===== config.mk =====
export PLATFORM = sky130hd
export DESIGN_NAME = decode_stage
export DESIGN_NICKNAME = d
export VERILOG_FILES = /design/src/rtl/decode_pkg.sv /design/src/rtl/decode_logic.sv /design/src/rtl/decode_stage.sv
export SDC_FILE = /design/constraint.sdc
export NUM_CORES = 1
export LEC_CHECK = 0
export BUFFER_PORTS_ARGS = -buffer_cell sky130_fd_sc_hd__buf_2
export CORE_ASPECT_RATIO = 0.9
export CORE_MARGIN = 5
export CORE_UTILIZATION = 40
export CTS_CLUSTER_DIAMETER = 200
export DETAILED_ROUTE_END_ITERATION = 16
export SLEW_MARGIN = 20
export SYNTH_ARGS = -nofsm -noshare
export SYNTH_HDL_FRONTEND = slang
export SYNTH_SLANG_ARGS = --single-unit
export TNS_END_PERCENT = 50

===== constraint.sdc =====
create_clock -name clk_i -period 6.5 [get_ports clk_i]
set_clock_uncertainty 0.2 [all_clocks]
set_input_delay 1.3 -clock clk_i [delete_from_list [all_inputs] [get_ports clk_i]]
set_output_delay 1.3 -clock clk_i [all_outputs]
set_load 0.01 [all_outputs]

===== src/rtl/decode_pkg.sv =====
// Shared types and encodings for the RV32I/RV32E decode stage: control bundle,
// opcode/funct3 constants, write-back and memory-size encodings, ALU op codes.
package decode_pkg;

  localparam logic [6:0] OPC_LOAD     = 7'b0000011;
  localparam logic [6:0] OPC_MISC_MEM = 7'b0001111;
  localparam logic [6:0] OPC_OP_IMM   = 7'b0010011;
  localparam logic [6:0] OPC_AUIPC    = 7'b0010111;
  localparam logic [6:0] OPC_STORE    = 7'b0100011;
  localparam logic [6:0] OPC_OP       = 7'b0110011;
  localparam logic [6:0] OPC_LUI      = 7'b0110111;
  localparam logic [6:0] OPC_BRANCH   = 7'b1100011;
  localparam logic [6:0] OPC_JALR     = 7'b1100111;
  localparam logic [6:0] OPC_JAL      = 7'b1101111;
  localparam logic [6:0] OPC_SYSTEM   = 7'b1110011;

  localparam logic [2:0] F3_BEQ  = 3'b000;
  localparam logic [2:0] F3_BNE  = 3'b001;
  localparam logic [2:0] F3_BLT  = 3'b100;
  localparam logic [2:0] F3_BGE  = 3'b101;
  localparam logic [2:0] F3_BLTU = 3'b110;
  localparam logic [2:0] F3_BGEU = 3'b111;
  localparam logic [2:0] F3_SB   = 3'b000;
  localparam logic [2:0] F3_SH   = 3'b001;
  localparam logic [2:0] F3_SW   = 3'b010;

  // ALU op codes line up with the OP/OP-IMM funct3 field
  localparam logic [2:0] ALU_ADD  = 3'b000;
  localparam logic [2:0] ALU_SLL  = 3'b001;
  localparam logic [2:0] ALU_SLT  = 3'b010;
  localparam logic [2:0] ALU_SLTU = 3'b011;
  localparam logic [2:0] ALU_XOR  = 3'b100;
  localparam logic [2:0] ALU_SR   = 3'b101;
  localparam logic [2:0] ALU_OR   = 3'b110;
  localparam logic [2:0] ALU_AND  = 3'b111;

  localparam logic [6:0] F7_BASE = 7'b0000000;
  localparam logic [6:0] F7_ALT  = 7'b0100000;

  typedef enum logic [1:0] {
    WB_ALU = 2'd0,
    WB_MEM = 2'd1,
    WB_PC4 = 2'd2
  } wb_src_e;

  typedef enum logic [1:0] {
    MEM_B = 2'd0,
    MEM_H = 2'd1,
    MEM_W = 2'd2
  } mem_size_e;

  typedef struct packed {
    logic [31:0] pc;
    logic [4:0]  rd;
    logic        rd_we;
    wb_src_e     wb_src;
    logic [2:0]  alu_op;
    logic        alu_qual;
    logic        in1_sel;
    logic        in2_sel;
    logic [31:0] imm;
    logic [31:0] op1;
    logic [31:0] op2;
    logic        mem_re;
    logic        mem_we;
    logic [3:0]  mem_be;
    mem_size_e   mem_size;
    logic        mem_unsigned;
    logic        illegal;
  } decode_ctrl_t;

  function automatic logic regOutOfRange(input logic [4:0] idx, input int numRegs);
    return (numRegs < 32) && ({27'd0, idx} >= 32'(numRegs));
  endfunction

endpackage


===== src/rtl/decode_logic.sv =====
// Pure combinational decoder: instruction word plus same-cycle register data in,
// control bundle, register selects and branch/jump resolution out.
module decode_logic
  import decode_pkg::*;
#(
  parameter int NUM_REGS = 32
) (
  input  logic [31:0]  pc_i,
  input  logic [31:0]  instr_i,
  input  logic [31:0]  rs1_data_i,
  input  logic [31:0]  rs2_data_i,
  output logic [4:0]   rs1_sel_o,
  output logic [4:0]   rs2_sel_o,
  output decode_ctrl_t ctrl_o,
  output logic         taken_o,
  output logic [31:0]  target_o
);

  logic [6:0]  w_opcode;
  logic [4:0]  w_rd;
  logic [4:0]  w_rs1;
  logic [4:0]  w_rs2;
  logic [2:0]  w_funct3;
  logic [6:0]  w_funct7;
  logic [31:0] w_immI;
  logic [31:0] w_immS;
  logic [31:0] w_immB;
  logic [31:0] w_immU;
  logic [31:0] w_immJ;

  assign w_opcode = instr_i[6:0];
  assign w_rd     = instr_i[11:7];
  assign w_funct3 = instr_i[14:12];
  assign w_rs1    = instr_i[19:15];
  assign w_rs2    = instr_i[24:20];
  assign w_funct7 = instr_i[31:25];
  assign w_immI   = {{20{instr_i[31]}}, instr_i[31:20]};
  assign w_immS   = {{20{instr_i[31]}}, instr_i[31:25], instr_i[11:7]};
  assign w_immB   = {{19{instr_i[31]}}, instr_i[31], instr_i[7], instr_i[30:25], instr_i[11:8], 1'b0};
  assign w_immU   = {instr_i[31:12], 12'd0};
  assign w_immJ   = {{11{instr_i[31]}}, instr_i[31], instr_i[19:12], instr_i[20], instr_i[30:21], 1'b0};

  logic w_useRd;
  logic w_useRs1;
  logic w_useRs2;
  logic w_isBranch;
  logic w_isJump;
  logic w_illegal;
  logic w_brCond;

  always_comb begin
    ctrl_o        = '0;
    ctrl_o.pc     = pc_i;
    ctrl_o.op1    = rs1_data_i;
    ctrl_o.op2    = rs2_data_i;
    ctrl_o.wb_src = WB_ALU;
    ctrl_o.mem_size = MEM_B;
    w_useRd    = 1'b0;
    w_useRs1   = 1'b0;
    w_useRs2   = 1'b0;
    w_isBranch = 1'b0;
    w_isJump   = 1'b0;
    w_illegal  = 1'b0;
    target_o   = '0;

    case (w_opcode)
      OPC_OP_IMM: begin
        w_useRd = 1'b1;
        w_useRs1 = 1'b1;
        ctrl_o.in2_sel = 1'b1;
        ctrl_o.imm = w_immI;
        ctrl_o.alu_op = w_funct3;
        // Only the shifts carry funct7; SRAI is the sole alternate encoding
        if (w_funct3 == ALU_SLL) begin
          w_illegal = (w_funct7 != F7_BASE);
        end else if (w_funct3 == ALU_SR) begin
          ctrl_o.alu_qual = instr_i[30];
          w_illegal = (w_funct7 != F7_BASE) && (w_funct7 != F7_ALT);
        end
      end
      OPC_OP: begin
        w_useRd = 1'b1;
        w_useRs1 = 1'b1;
        w_useRs2 = 1'b1;
        ctrl_o.alu_op = w_funct3;
        ctrl_o.alu_qual = instr_i[30];
        w_illegal = !((w_funct7 == F7_BASE) ||
                      ((w_funct7 == F7_ALT) && ((w_funct3 == ALU_ADD) || (w_funct3 == ALU_SR))));
      end
      OPC_LUI: begin
        w_useRd = 1'b1;
        ctrl_o.op1 = '0;
        ctrl_o.in2_sel = 1'b1;
        ctrl_o.imm = w_immU;
      end
      OPC_AUIPC: begin
        w_useRd = 1'b1;
        ctrl_o.in1_sel = 1'b1;
        ctrl_o.in2_sel = 1'b1;
        ctrl_o.imm = w_immU;
      end
      OPC_LOAD: begin
        w_useRd = 1'b1;
        w_useRs1 = 1'b1;
        ctrl_o.mem_re = 1'b1;
        ctrl_o.wb_src = WB_MEM;
        ctrl_o.in2_sel = 1'b1;
        ctrl_o.imm = w_immI;
        ctrl_o.mem_unsigned = w_funct3[2];
        if ((w_funct3 == 3'b011) || (w_funct3 == 3'b110) || (w_funct3 == 3'b111))
          w_illegal = 1'b1;
        else
          ctrl_o.mem_size = mem_size_e'(w_funct3[1:0]);
      end
      OPC_STORE: begin
        w_useRs1 = 1'b1;
        w_useRs2 = 1'b1;
        ctrl_o.mem_we = 1'b1;
        ctrl_o.in2_sel = 1'b1;
        ctrl_o.imm = w_immS;
        case (w_funct3)
          F3_SB: begin ctrl_o.mem_be = 4'b0001; ctrl_o.mem_size = MEM_B; end
          F3_SH: begin ctrl_o.mem_be = 4'b0011; ctrl_o.mem_size = MEM_H; end
          F3_SW: begin ctrl_o.mem_be = 4'b1111; ctrl_o.mem_size = MEM_W; end
          default: w_illegal = 1'b1;
        endcase
      end
      OPC_BRANCH: begin
        w_useRs1 = 1'b1;
        w_useRs2 = 1'b1;
        w_isBranch = 1'b1;
        ctrl_o.imm = w_immB;
        target_o = pc_i + w_immB;
        w_illegal = (w_funct3 == 3'b010) || (w_funct3 == 3'b011);
      end
      OPC_JAL: begin
        w_useRd = 1'b1;
        w_isJump = 1'b1;
        ctrl_o.wb_src = WB_PC4;
        ctrl_o.in1_sel = 1'b1;
        ctrl_o.in2_sel = 1'b1;
        ctrl_o.imm = w_immJ;
        target_o = pc_i + w_immJ;
      end
      OPC_JALR: begin
        w_useRd = 1'b1;
        w_useRs1 = 1'b1;
        w_isJump = 1'b1;
        ctrl_o.wb_src = WB_PC4;
        ctrl_o.in2_sel = 1'b1;
        ctrl_o.imm = w_immI;
        target_o = (rs1_data_i + w_immI) & ~32'd1;
        w_illegal = (w_funct3 != 3'b000);
      end
      OPC_MISC_MEM: begin
      end
      default: w_illegal = 1'b1;
    endcase

    // RV32E: any referenced register beyond the implemented file traps
    if ((w_useRd && regOutOfRange(w_rd, NUM_REGS)) ||
        (w_useRs1 && regOutOfRange(w_rs1, NUM_REGS)) ||
        (w_useRs2 && regOutOfRange(w_rs2, NUM_REGS)))
      w_illegal = 1'b1;

    rs1_sel_o      = w_useRs1 ? w_rs1 : 5'd0;
    rs2_sel_o      = w_useRs2 ? w_rs2 : 5'd0;
    ctrl_o.rd      = w_useRd ? w_rd : 5'd0;
    ctrl_o.rd_we   = w_useRd && (w_rd != 5'd0) && !w_illegal;
    ctrl_o.mem_re  = ctrl_o.mem_re && !w_illegal;
    ctrl_o.mem_we  = ctrl_o.mem_we && !w_illegal;
    ctrl_o.illegal = w_illegal;
  end

  always_comb begin
    case (w_funct3)
      F3_BEQ:  w_brCond = (rs1_data_i == rs2_data_i);
      F3_BNE:  w_brCond = (rs1_data_i != rs2_data_i);
      F3_BLT:  w_brCond = ($signed(rs1_data_i) < $signed(rs2_data_i));
      F3_BGE:  w_brCond = !($signed(rs1_data_i) < $signed(rs2_data_i));
      F3_BLTU: w_brCond = (rs1_data_i < rs2_data_i);
      F3_BGEU: w_brCond = !(rs1_data_i < rs2_data_i);
      default: w_brCond = 1'b0;
    endcase
  end

  assign taken_o = !w_illegal && (w_isJump || (w_isBranch && w_brCond));

endmodule


===== src/rtl/decode_stage.sv =====
// Handshaked decode stage: decoder, main/skid output registers and the
// registered redirect pulse for taken branches and jumps.
module decode_stage
  import decode_pkg::*;
#(
  parameter int NUM_REGS = 32,
  parameter bit SKID_EN  = 1'b1
) (
  input  logic         clk_i,
  input  logic         reset_i,
  input  logic         flush_i,
  input  logic         in_valid_i,
  output logic         in_ready_o,
  input  logic [31:0]  pc_i,
  input  logic [31:0]  instr_i,
  output logic [4:0]   rs1_sel_o,
  output logic [4:0]   rs2_sel_o,
  input  logic [31:0]  rs1_data_i,
  input  logic [31:0]  rs2_data_i,
  output logic         out_valid_o,
  input  logic         out_ready_i,
  output decode_ctrl_t ctrl_o,
  output logic         redirect_o,
  output logic [31:0]  redirect_pc_o
);

  decode_ctrl_t w_ctrl;
  logic         w_taken;
  logic [31:0]  w_target;

  decode_logic #(.NUM_REGS(NUM_REGS)) u_decode (
    .pc_i       (pc_i),
    .instr_i    (instr_i),
    .rs1_data_i (rs1_data_i),
    .rs2_data_i (rs2_data_i),
    .rs1_sel_o  (rs1_sel_o),
    .rs2_sel_o  (rs2_sel_o),
    .ctrl_o     (w_ctrl),
    .taken_o    (w_taken),
    .target_o   (w_target)
  );

  decode_ctrl_t r_main;
  decode_ctrl_t r_skid;
  logic         r_mainValid;
  logic         r_skidValid;
  logic         r_redirect;
  logic [31:0]  r_redirectPc;
  logic         w_inReady;
  logic         w_accept;
  logic         w_pop;

  // The redirect cycle blocks input so the wrong-path fetch is never taken
  always_comb begin
    if (SKID_EN)
      w_inReady = !r_skidValid;
    else
      w_inReady = !r_mainValid || out_ready_i;
    w_inReady = w_inReady && !r_redirect && !reset_i;
  end

  assign w_accept = in_valid_i && w_inReady && !flush_i;
  assign w_pop    = r_mainValid && out_ready_i;

  always_ff @(posedge clk_i) begin
    if (reset_i) begin
      r_main       <= '0;
      r_skid       <= '0;
      r_mainValid  <= 1'b0;
      r_skidValid  <= 1'b0;
      r_redirect   <= 1'b0;
      r_redirectPc <= '0;
    end else if (flush_i) begin
      r_mainValid <= 1'b0;
      r_skidValid <= 1'b0;
      r_redirect  <= 1'b0;
    end else begin
      r_redirect <= w_accept && w_taken;
      if (w_accept && w_taken)
        r_redirectPc <= w_target;
      // Skid drains before new input so program order is preserved
      if (!r_mainValid || w_pop) begin
        if (SKID_EN && r_skidValid) begin
          r_main      <= r_skid;
          r_mainValid <= 1'b1;
          r_skidValid <= 1'b0;
        end else begin
          r_mainValid <= w_accept;
          if (w_accept)
            r_main <= w_ctrl;
        end
      end else if (SKID_EN && w_accept) begin
        r_skid      <= w_ctrl;
        r_skidValid <= 1'b1;
      end
    end
  end

  assign in_ready_o    = w_inReady;
  assign out_valid_o   = r_mainValid;
  assign ctrl_o        = r_main;
  assign redirect_o    = r_redirect;
  assign redirect_pc_o = r_redirectPc;

endmodule


# After elaboration in Yosys (flattened, before gate mapping)
# Cells that the tools add are included.
classes:
  bitwise_logic: 2
  n_shift: 0
  n_eq_ne: 21
  div: 0
  multipliers: 0
  n_lt_le_gt_ge: 2
  add_sub_neg: 3
  n_mux: 32
  reduce_logical: 51
ops:
  columns: ["cell", "count"]
  rows:
  - ["152-bit two-way mux", 2]
  - ["32-bit case mux with 5 select lines", 1]
  - ["32-bit adder", 3]
  - ["32-bit case mux with 3 select lines", 1]
  - ["32-bit less-than comparator", 2]
  - ["32-bit == test", 1]
  - ["32-bit two-way mux", 1]
  - ["32-bit != test", 1]
  - ["7-bit by 6-bit == test with 1-bit output, second input constant", 4]
  - ["7-bit == test, second input constant", 3]
  - ["5-bit two-way mux", 4]
  - ["6-bit case mux with 3 select lines", 1]
  - ["1-bit two-way mux", 16]
  - ["7-bit by 5-bit == test with 1-bit output, second input constant", 2]
  - ["1-bit logical AND", 14]
  - ["7-bit OR reduction", 2]
  - ["3-bit == test, second input constant", 4]
  - ["3-bit OR reduction", 4]
  - ["1-bit logical NOT", 9]
  - ["2-bit case mux with 2 select lines", 2]
  - ["4-bit case mux with 2 select lines", 1]
  - ["2-bit OR reduction", 4]
  - ["7-bit by 2-bit == test with 1-bit output, second input constant", 1]
  - ["7-bit by 4-bit == test with 1-bit output, second input constant", 1]
  - ["18 further kinds", 27]
totals:
  inputBits: 133
  latch_bits: 0
  wordCells: 149
  rom_bits: 0
  ram_bits: 0
  memories: 0
  reg_bits: 339

# Logic depth before layout (Yosys ltp)
logic_depth:
  ltp_word: 10
  mapped_depth: 19
  ltp_nobuf: 17

# Cells and area by module
# Synthesis repeated with hierarchy kept, for this count alone.
hier_totals:
  hier_cells: 2321
  hier_area_um2: 20608.5
modules_own_cells:
  columns: ["mod", "cells_per_inst", "area_per_inst_um2", "n_inst"]
  rows:
  - ["decode_stage", 1456, 14660.3, 1]
  - ["decode_logic", 865, 5948.2, 1]

# Worst setup path before layout
# OpenSTA, ideal clock, no wires.
synth_path:
  path_kind: "input port to flip-flop"
  from: "in instr_i[4]"
  to: "reg r_redirectPc[28], in the netlist redirect_pc_o[28]"
  t_arrival_ps: 5448
  path_slack_ps: 733
  setup_time_ps: 120
  stages: 17
  t_required_ps: 6180
  path_cell_list: "nand4b_1 or2_2 clkbuf_1 nor2_1 clkbuf_1 mux2_2 ha_1 a21oi_1 o21ai_0 or3_1 o21a_1 o21ai_2 a21oi_2 or3_4 a311oi_2 mux2i_1 o31a_1"
synth_via:
  elab_chain_cells: 7
synth_lines:
  columns: ["item", "line_no", "text"]
  rows:
  - ["from (decl)", "decode_stage.sv:15", "input logic [31:0] instr_i,"]
  - ["7-bit by 4-bit == test with 1-bit output, or another cell as far along", "decode_logic.sv:66", "case (w_opcode)"]
  - ["4-bit OR reduction (no line), or another cell as far along", null, null]
  - ["1-bit case mux with 7 select lines, or another cell as far along", "decode_logic.sv:66", null]
  - ["1-bit logical NOT / 1-bit logical OR (equally long branches)", "decode_logic.sv:187", "assign taken_o = !w_illegal && (w_isJump || (w_isBranch && w_brCond));"]
  - ["1-bit logical AND", "decode_logic.sv:187", null]
  - ["1-bit logical AND", "decode_stage.sv:79", "if (w_accept && w_taken)"]
  - ["2-bit AND reduction (no line)", null, null]
  - ["to (signal assigned)", "decode_stage.sv:80", "r_redirectPc <= w_target;"]
  - ["to (decl)", "decode_stage.sv:48", "logic [31:0] r_redirectPc;"]
# Parallel ways exist; a longest one is shown, timed or not.
# A chain may end at the register's enable or synchronous reset.

# Worst setup path in the final report
layout_path:
  from: "in instr_i[5]"
  to: "reg r_redirectPc[28], in the netlist redirect_pc_o[28]"
# Same word-level chain as after synthesis.

==> summary.txt <==
Worst setup path
  • CP Depth: 17
  • Arrival @ worst endpoint: ~5.7 ns
  • CP peak stage delay: around 0.39 ns
  • Worst path bufs/invs: 2
  • Reg2reg end: redirect_pc_o[25]
  • FF-to-FF setup slack: ~3.2 ns
  • Crit end category: flip-flop
  • Reg-to-reg startpoint: r_skidValid
  • Cell count of the worst reg-to-reg path: 7
  • Worst EP required: 6.74 ns
  • CP Max Fanout: 18
  • Slowest CP cell: or3_4
  • Worst Setup SP: instr_i[5]
  • CP startpoint kind: primary input
  • Crit Path Class: primary input to flip-flop
  • CP endpoint: redirect_pc_o[28]
  • Cell family with most CP delay: compound AO/OA/AOI/OAI gates
  • CP cell instances: buf_2, nand4b_1, or2_2, nor2_1, buf_4, mux2_2, ha_1, a21oi_1, o21ai_0, or3_1, o21a_1, o21ai_2, a21oi_2, or3_4, a311oi_2, mux2i_1, o31a_1

GRT
  • Met2 global-route usage: 0.404
  • First-pass GRT wire length: 97300 microns
  • Number of global-route vias before repair: 16.9k
  • Routing usage on met3: 0.0379
  • Global-route usage over all layers: 0.240
  • Largest net degree at the start of global routing: approximately 150
  • GRT busiest layer: met2
  • GR Overflow Total: 0
  • Routing usage on met1: 0.322
  • Initial antenna violation count: 0

Logic synthesis
  • Yosys cell types: 69
  • Post-synthesis sequential area ratio: 0.371
  • Flops & latches, synth: approximately 340
  • Synth Net Count: 2564
  • Cells after synthesis: 2337
  • Post-Syn Area: 18200 sq um
  • Synthesis Warnings: 0
  • Post-Syn Area per Cell: just under 8 sq um
  • Post-synth EDFFs: 0
  • Ys async rst share: 0
  • Prevailing post-synth register cell: dfxtp_1

Pwr
  • Highest ir drop seen on vdd: around 270 uV
  • Pwr per Cell Area: 240 nW/um^2
  • Leak pwr: between 0.008 and 0.009 uW

Finish
  • Ant. Diodes: 0
  • Most common cell after layout, fill and taps aside: dfxtp_1
  • Most frequent cells in the layout: dfxtp_1, nand2_1, buf_2, a21oi_1, nor2_1
  • Final net count: 2781
  • Share of layout cells above drive strength 1: 0.172
  • Syn-to-layout area delta: 18.0%

Timing
  • Rel. slew slack: 0.271
  • Setup TNS: 0 ns
  • FMAX: ~180 MHz
  • Final Hold Viols: 0
  • Post-route setup slack: about 1.1 ns
  • Setup-failing EPs final: 0
  • RSZ-0062 raised after global routing: no
  • Final period utilization: 0.838
  • Slew at the pin closest to its max-slew limit: about 1.1 ns
  • Pins Over Slew Limit: 0
  • Fin crit period: around 5.4 ns

Clock network
  • Num CTS Buffers: 38
  • H-Tree Level Count: 2
  • CTS sink cnt: approximately 340
  • Hold Buf Count CTS: 0
  • Clock Tree Buf Depth: 3
  • Setup repair bufs after CTS: 0
  • Root Driver: clkbuf_16
  • Worst skew pair latency: around 0.55 ns
  • Resized cells post-CTS: 0
  • CTS tree: done
  • Reg clk slew, reported paths: around 0.060 ns

Placement
  • # port buffers: around 330
  • Setup Slack @ Placement: 0.635 ns
  • GP Congestion: around 0.9
  • Post-detail-place hpwl: between 40000 and 50000 microns

Drt
  • Pre-antenna DRT Iters: 6
  • Final WL: 63400 microns
  • Wirelength per Cell: slightly below 20 microns
  • DRT iter0 DRCs: about 1.3k
  • Detail Route Antenna Nets: 0
  • DR vias/cell: about 5.6
  • Residual DRC: 0
  • Vias: 17.9k

Run
  • # Max-Cap Violations: 0

Die
  • Chip width: roughly 230 microns
  • Die ar.: around 50000 sq um
  • Core ar.: between 40000 and 50000 sq um
  • Row count: 74
  • Boundary Pins: 330
  • Initial Utilization: 0.402
  • Die Y: around 210 microns

Status
  • Status: complete, no violations

Hold path
  • HP Class: flip-flop to flip-flop
  • Hold path depth: 2
## flip-flops by register name (all words and copies together) (netlist names)
name and cells:
redirect_pc_o 32, r_skidValid 1, out_valid_o 1, redirect_o 1, r_skid 151, ctrl_o 151
## cells by family (layout without fill, tap and decap cells)
logic type	after synthesis	in the layout	synth area share
flip-flops	337	337	0.371
XOR/XNOR	49	49	0.0236
buffers and inverters	231	473	0.0481
multiplexers	75	75	0.0417
AO/OA/AOI/OAI	691	691	0.239
adder cells (fa/ha/maj)	94	94	0.0655
AND/OR/NAND/NOR	860	860	0.211
## power by group
| group | internal, uW | switching (uW) |
|---|---|---|
| clock | 1360 | 889 |
| sequential | 2110 | 23.6 |
| combinational | 292 | 481 |
| total | 3760 | 1390 |
## how the worst min path moves through the flow
stage,end,start
3_5_place_dp,ctrl_o[101],ctrl_o[101]
2_1_floorplan,r_skid[108],r_skid[108]
3_3_place_gp,ctrl_o[98],ctrl_o[98]
4_1_cts,ctrl_o[101],ctrl_o[101]
5_1_grt,r_skid[3],r_skid[3]
6_report,ctrl_o[101],ctrl_o[101]
## cells in the mapped netlist (10+ instances only)
cell type  number  area [sq um]
o21a_1         14           105
nand4_1        10          62.6
a21o_1         43           323
nand2_1       331          1240
nand3_1        82           410
nor3_1         85           425
o31ai_1        12          90.1
xor2_1         22           193
nand2b_1       13          81.3
a211oi_1      152          1140
inv_1          58           218
o21ai_0        97           485
nor2b_1        19           119
nor2_1        216           811
a21oi_1       260          1300
xnor2_1        27           236
mux2i_1        69           691
a31oi_1        12          75.1
ha_1           92          1150
o211ai_1       11          82.6
o22ai_1        14          87.6
and3_1         55           344
and2_1         12          75.1
dfxtp_1       337          6750
clkbuf_1      162           608
## layer usage
metal	routed length (microns)	vias up	part of all wire
li1	-	8759	-
met1	28500	8553	0.45
met2	29900	525	0.47
met3	3440	87	0.054
met4	1580	0	0.025
met5	0	-	0
## cell type report
type | instances | area [sq um]
fillers | 4623 | 23700
multi-input cells | 1769 | 10600
flip-flops and latches | 337 | 6750
repair buffers | 350 | 1830
clock buffers | 52 | 1110
well taps | 608 | 761
inverters | 58 | 218
clock inverters | 13 | 176
## worst register-to-register path, cell delays in order (launching register included)
cell and delay, ns:
dfxtp_4 0.45, nor3_1 0.29, nand2_1 0.23, or3_1 0.53
nor3_1 0.40, o21ai_1 0.36, nand2_1 0.48, a311oi_1 0.17
## per-stage QoR
| step | util | instance area [sq um] | cells | hold slack [ns] | total power, uW |
|---|---|---|---|---|---|
| 2_1_floorplan | - | 18200 | 2337 | 0.236 | 2670 |
| 3_3_place_gp | 0.446 | 20200 | 3122 | 0.237 | 2940 |
| 3_5_place_dp | 0.446 | 20200 | 3122 | 0.242 | 2950 |
| 4_1_cts | 0.475 | 21400 | 3187 | 0.249 | 5200 |
| 5_1_grt | 0.475 | 21500 | 3187 | 0.267 | 5360 |
| 6_report | 0.475 | 21500 | 3187 | 0.246 | 5150 |
Note: power is estimated with default switching activity, not from simulation.
